[src/rtl/pic10_fetch_if.sv]
// PIC10 fetch-stage bus: ROM port, execute requests and sequencer outputs.
// master = fetch stage, slave = ROM/execute side. hold with PIC10_FETCH_HOLD_EN.
interface pic10_fetch_if #(
  parameter int PC_WIDTH = 9
);
  logic [11:0]         rom_data;
  logic                load_pc;
  logic [PC_WIDTH-1:0] pc_load_value;
  logic                skip;
`ifdef PIC10_FETCH_HOLD_EN
  logic                hold;
`endif
  logic [PC_WIDTH-1:0] rom_addr;
  logic [PC_WIDTH-1:0] pc_bus;
  logic [11:0]         ir_reg_bus;
  logic [1:0]          q_phase;
  logic                cycle_end;

`ifdef PIC10_FETCH_HOLD_EN
  modport master (
    input  rom_data, load_pc, pc_load_value, skip, hold,
    output rom_addr, pc_bus, ir_reg_bus, q_phase, cycle_end
  );
  modport slave (
    output rom_data, load_pc, pc_load_value, skip, hold,
    input  rom_addr, pc_bus, ir_reg_bus, q_phase, cycle_end
  );
`else
  modport master (
    input  rom_data, load_pc, pc_load_value, skip,
    output rom_addr, pc_bus, ir_reg_bus, q_phase, cycle_end
  );
  modport slave (
    output rom_data, load_pc, pc_load_value, skip,
    input  rom_addr, pc_bus, ir_reg_bus, q_phase, cycle_end
  );
`endif
endinterface

[src/rtl/pic10_fetch.sv]
// PIC10 fetch stage: PC, IR and Q1-Q4 sequencer; NOP flush on load_pc/skip.
// Ports: clk, rst_n (sync, active low), bus (pic10_fetch_if.master).
// Optional: PIC10_FETCH_HOLD_EN adds bus.hold to freeze the sequencer.
module pic10_fetch #(
  parameter int                  PC_WIDTH     = 9,
  parameter logic [PC_WIDTH-1:0] RESET_VECTOR = '1,
  parameter logic [11:0]         NOP_OPCODE   = 12'h000
) (
  input logic           clk,
  input logic           rst_n,
  pic10_fetch_if.master bus
);

  typedef enum logic [1:0] {
    Q1 = 2'd0,
    Q2 = 2'd1,
    Q3 = 2'd2,
    Q4 = 2'd3
  } phase_e;

  phase_e              phase_q, phase_d;
  logic [PC_WIDTH-1:0] pc_q, pc_d;
  logic [11:0]         ir_q, ir_d;
  logic                run;

`ifdef PIC10_FETCH_HOLD_EN
  assign run = ~bus.hold;
`else
  assign run = 1'b1;
`endif

  always_ff @(posedge clk) begin
    if (!rst_n) begin
      phase_q <= Q1;
      pc_q    <= RESET_VECTOR;
      ir_q    <= NOP_OPCODE;
    end else begin
      phase_q <= phase_d;
      pc_q    <= pc_d;
      ir_q    <= ir_d;
    end
  end

  // Execute requests only matter on the edge that closes Q4;
  // a load takes precedence over a simultaneous skip.
  always_comb begin
    phase_d = phase_q;
    pc_d    = pc_q;
    ir_d    = ir_q;
    if (run) begin
      phase_d = phase_e'(phase_q + 2'd1);
      if (phase_q == Q4) begin
        if (bus.load_pc) begin
          ir_d = NOP_OPCODE;
          pc_d = bus.pc_load_value;
        end else if (bus.skip) begin
          ir_d = NOP_OPCODE;
          pc_d = pc_q + 1'b1;
        end else begin
          ir_d = bus.rom_data;
          pc_d = pc_q + 1'b1;
        end
      end
    end
  end

  assign bus.rom_addr   = pc_q;
  assign bus.pc_bus     = pc_q;
  assign bus.ir_reg_bus = ir_q;
  assign bus.q_phase    = phase_q;
  assign bus.cycle_end  = (phase_q == Q4);

endmodule

[src/flat_wrapper.sv]
// flat-port wrapper written by rule: the top's interface ports become plain ports
module pic10_fetch_flat 
#(
  parameter int                  PC_WIDTH     = 9,
  parameter logic [PC_WIDTH-1:0] RESET_VECTOR = '1,
  parameter logic [11:0]         NOP_OPCODE   = 12'h000
)
  (clk, rst_n, bus_rom_data, bus_load_pc, bus_pc_load_value, bus_skip, bus_rom_addr, bus_pc_bus, bus_ir_reg_bus, bus_q_phase, bus_cycle_end);
  pic10_fetch_if #(.PC_WIDTH(PC_WIDTH)) bus_i ();
  input logic clk;
  input logic rst_n;
  input wire logic [$bits(bus_i.rom_data)-1:0] bus_rom_data;
  input wire logic [$bits(bus_i.load_pc)-1:0] bus_load_pc;
  input wire logic [$bits(bus_i.pc_load_value)-1:0] bus_pc_load_value;
  input wire logic [$bits(bus_i.skip)-1:0] bus_skip;
  output wire logic [$bits(bus_i.rom_addr)-1:0] bus_rom_addr;
  output wire logic [$bits(bus_i.pc_bus)-1:0] bus_pc_bus;
  output wire logic [$bits(bus_i.ir_reg_bus)-1:0] bus_ir_reg_bus;
  output wire logic [$bits(bus_i.q_phase)-1:0] bus_q_phase;
  output wire logic [$bits(bus_i.cycle_end)-1:0] bus_cycle_end;
  assign bus_i.rom_data = bus_rom_data;
  assign bus_i.load_pc = bus_load_pc;
  assign bus_i.pc_load_value = bus_pc_load_value;
  assign bus_i.skip = bus_skip;
  assign bus_rom_addr = bus_i.rom_addr;
  assign bus_pc_bus = bus_i.pc_bus;
  assign bus_ir_reg_bus = bus_i.ir_reg_bus;
  assign bus_q_phase = bus_i.q_phase;
  assign bus_cycle_end = bus_i.cycle_end;
  pic10_fetch #(.PC_WIDTH(PC_WIDTH), .RESET_VECTOR(RESET_VECTOR), .NOP_OPCODE(NOP_OPCODE)) u_core (.clk(clk), .rst_n(rst_n), .bus(bus_i));
endmodule
[config.mk]
export PLATFORM = sky130hd
export DESIGN_NAME = pic10_fetch_flat
export DESIGN_NICKNAME = d
export VERILOG_FILES = /design/src/rtl/pic10_fetch_if.sv /design/src/rtl/pic10_fetch.sv /design/src/flat_wrapper.sv
export SDC_FILE = /design/constraint.sdc
export NUM_CORES = 1
export LEC_CHECK = 0
export CAP_MARGIN = 20
export CORE_UTILIZATION = 44
export DETAILED_ROUTE_END_ITERATION = 6
export PLACE_DENSITY_LB_ADDON = 0.05
export SLEW_MARGIN = 10
export SYNTH_ARGS = -nofsm -noshare
export SYNTH_HDL_FRONTEND = slang
export SYNTH_SLANG_ARGS = --single-unit
[constraint.sdc]
create_clock -name clk -period 3.4 [get_ports clk]
set_input_delay 0.85 -clock clk [delete_from_list [all_inputs] [get_ports clk]]
set_output_delay 0.85 -clock clk [all_outputs]
set_load 0.1 [all_outputs]
==> results.md <==
* HPWL after DPL at 1914 um
* Post-synth cell types at 36
* Avg Vias per Cell at 5.137
* Die X at 54.93 um
* Max VDD drop at 0.0003215 V
* Worst rel slew slack at 0.5206
* Critical path fanouts, max at 18
* RR Startpoint: u_core.bus.q_phase[0]
* Postcts setup bufs at 0
* Critical path data arrival time at 2.39 ns
* Wire length per cell at 12.92 um
* Min-delay worst type: reg2reg
* Syn Nets at 162
* Post-Synth Simple-Gate Area at 0.2558
* Die height at 54.93 um
* CTS resizes at 0
* WP data required at 3.66 ns
* RSZ-0062 raised after global routing: false
* Reg2reg path depth at 6
* H-tree depth at 1
* Vias in the first global route at 997
* Drt total wl at 2738 um
* Sequential-to-total area share from yosys stat at 0.3736
* Critical Path End: u_core.bus.ir_reg_bus[11]
* Clk root buf: clkbuf_4
* Slew Limit Fails at 0
* Number of synthesis warnings at 0
* Final min period at 2.129 ns
* Place WS at 0.9175 ns
* Worst slew pin tran at 0.7168 ns
* Crit path capture type: flop
* Overflow after GRT at 0
* Clk_lat worst skew at 0.31 ns
* XOR/XNOR Fraction of Synth Area at 0
* Total global-route track usage at 0.1875
* Mapped Area at 1232 um^2
* CP Launch Type: input port
* Post-synth top area share at 0.3736
* CTS tree: yes
* CTS Buf Count at 3
* Initial antenna violation count at 0
* R2R Path End: u_core.bus.ir_reg_bus[11]
* Worst setup path start: bus_load_pc
* Cell taking the most area after synthesis: dfxtp_1
* Diode count at 0
* Leakage at 0.7306 nW
* Final Non-Filler Cells at 212
* Largest net degree at the start of global routing at 36
* DRT iter0 DRCs at 9
* Seq. cell area at 460.4 um^2
* Setup TNS at 0 ns
* Clock skew at 0.004845 ns
* Pwr dens at 385.3 nW/um^2
* Footprint of the multi-input gates at 650.6 um^2
* DRC viols at 0
* Vias at 1089
* DRT antenna net count at 0
* Post-synthesis mux area share at 0.05685
* Clock transition at path regs at 0.13 ns
* DIE AREA at 3017 um^2
* Adder-cell area share of the yosys netlist at 0.02030
* Dpl cells at 208
* Layout cells sized above 1 at 0.3187
* Highest achievable clock rate at 0.4697 GHz
* Fin util at 0.6608
* Setup WS post-layout at 1.271 ns
* Final period utilization at 0.6262
* Endpoints failing hold at 0
* Synth Area in Compound Gates at 0.1949
* Finish-stage setup viols at 0
* First-pass GRT wire length at 4029 um
* Largest family of logic cells by synthesized area: simple AND/OR/NAND/NOR gates
* Fraction of registers with async set/reset at 0
* Input/output buffers at 57
* Nets at 210
* R2r setup slk at 1.77 ns
* CTS Sinks at 23
* Fillcell total at 232
* Post-synthesis average cell area at 9.129 um^2
* Drt pass-1 iters at 4
* Post-Synthesis Cells at 135
* Most common flop cell mapped by yosys: dfxtp_1
* Core region area at 2567 um^2
* Syn-to-layout area delta at 37.67%
* Hold-fix buffers at CTS at 0
* # IOs at 58
* Initial Util at 0.4800
* Post-synth EDFFs at 0
* Seq cells post-synth at 23
* Max-Cap Viols at 0
* Longest Clk Path Bufs at 2
* Status: finished clean
* Num rows at 18
* Synth area leaders: dfxtp_1 37%, nor2b_1 10%, a21oi_2 7.1%, buf_4 6.1%, mux2i_1 5.7%
* Critical path class: in2reg
* RD Place Congestion at 0.7245
==> state kept, by name, indices dropped and copies added (netlist names) <==
signal and count:
u_core.bus.ir_reg_bus 12, u_core.bus.pc_bus 9, u_core.bus.q_phase 2
==> routing by layer <==
metal  global-route usage  part of all wire  up-vias
li1                     -                 -      552
met1               0.1924              0.42      498
met2               0.3675              0.51       37
met3              0.03005             0.060        2
met4              0.07917            0.0044        0
met5                    0                 0        -
==> worst min-delay path by stage <==
| stage | from | to | cells past startpoint |
|---|---|---|---|
| floorplan | u_core.bus.q_phase[0] | u_core.bus.q_phase[0] | 1 |
| CTS | u_core.bus.q_phase[0] | u_core.bus.q_phase[0] | 1 |
| global placement | u_core.bus.q_phase[0] | u_core.bus.q_phase[0] | 1 |
| detailed placement | u_core.bus.q_phase[0] | u_core.bus.q_phase[0] | 1 |
| finish | u_core.bus.q_phase[0] | u_core.bus.q_phase[0] | 1 |
| global route | u_core.bus.q_phase[0] | u_core.bus.q_phase[0] | 1 |
==> cell usage after synthesis, types with 3 or more instances <==
cell      n
nand3_1   3
buf_4    10
o21ai_1   3
a21oi_2  10
nor2_1    3
dfxtp_1  23
nor2b_2   6
nand2_1   8
buf_2     4
nor2b_1  20
a21oi_1   7
mux2i_1   7
==> kinds of logic after synthesis <==
family / Yosys count
and+or+nand+nor: 51
AOI/OAI and AO/OA: 33
DFF: 23
buffers and inverters: 19
muxes: 7
adders and majority gates: 2
==> power by group <==
part           switching [mW]  leakage [nW]  internal (mW)  total [mW]
combinational           0.160         0.530         0.0747       0.235
clock                  0.0835        0.0139         0.0448       0.128
sequential             0.0116         0.187          0.279       0.290
==> through the flow <==
step / hold WS, ns / cell area, um^2 / total power [mW]
floorplan: 0.8718 / 1232 / 0.4749
global placement: 0.4382 / 1667 / 0.5279
detailed placement: 0.4449 / 1667 / 0.5321
CTS: 0.4650 / 1697 / 0.6602
global route: 0.4851 / 1697 / 0.6810
finish: 0.4614 / 1697 / 0.6537
==> final cells by class <==
type                    count  share of cell area
inverters                   2            0.004425
repair buffers             60              0.3009
multi-input cells          93              0.3835
flip-flops and latches     23              0.2714
clock buffers               3             0.01327
clock inverters             1            0.004425
well taps                  30             0.02212
==> critical path, cell delays in order <==
cell and delay [ns]:
clkdlybuf4s50_1 0.78, nor3b_2 0.30, buf_4 0.26, a21oi_1 0.10
nor2b_1 0.10
==> cell usage in the layout (no fill, tap or decap), types with 2 or more instances in the layout <==
cell	synthesis	routed
buf_4	10	36
clkdlybuf4s50_1	0	24
dfxtp_1	23	23
nor2b_1	20	20
a21oi_2	10	10
nand2_1	8	8
mux2i_1	7	7
a21oi_1	7	7
nor2b_2	6	6
o21ai_1	3	3
nor2_1	3	3
nand3_1	3	3
clkbuf_4	0	3
o21ai_0	2	2
inv_1	2	2
nand4_1	2	2
a31o_1	2	2
nand2b_1	2	2
ha_1	2	2
(Power assumes the default switching activity.)
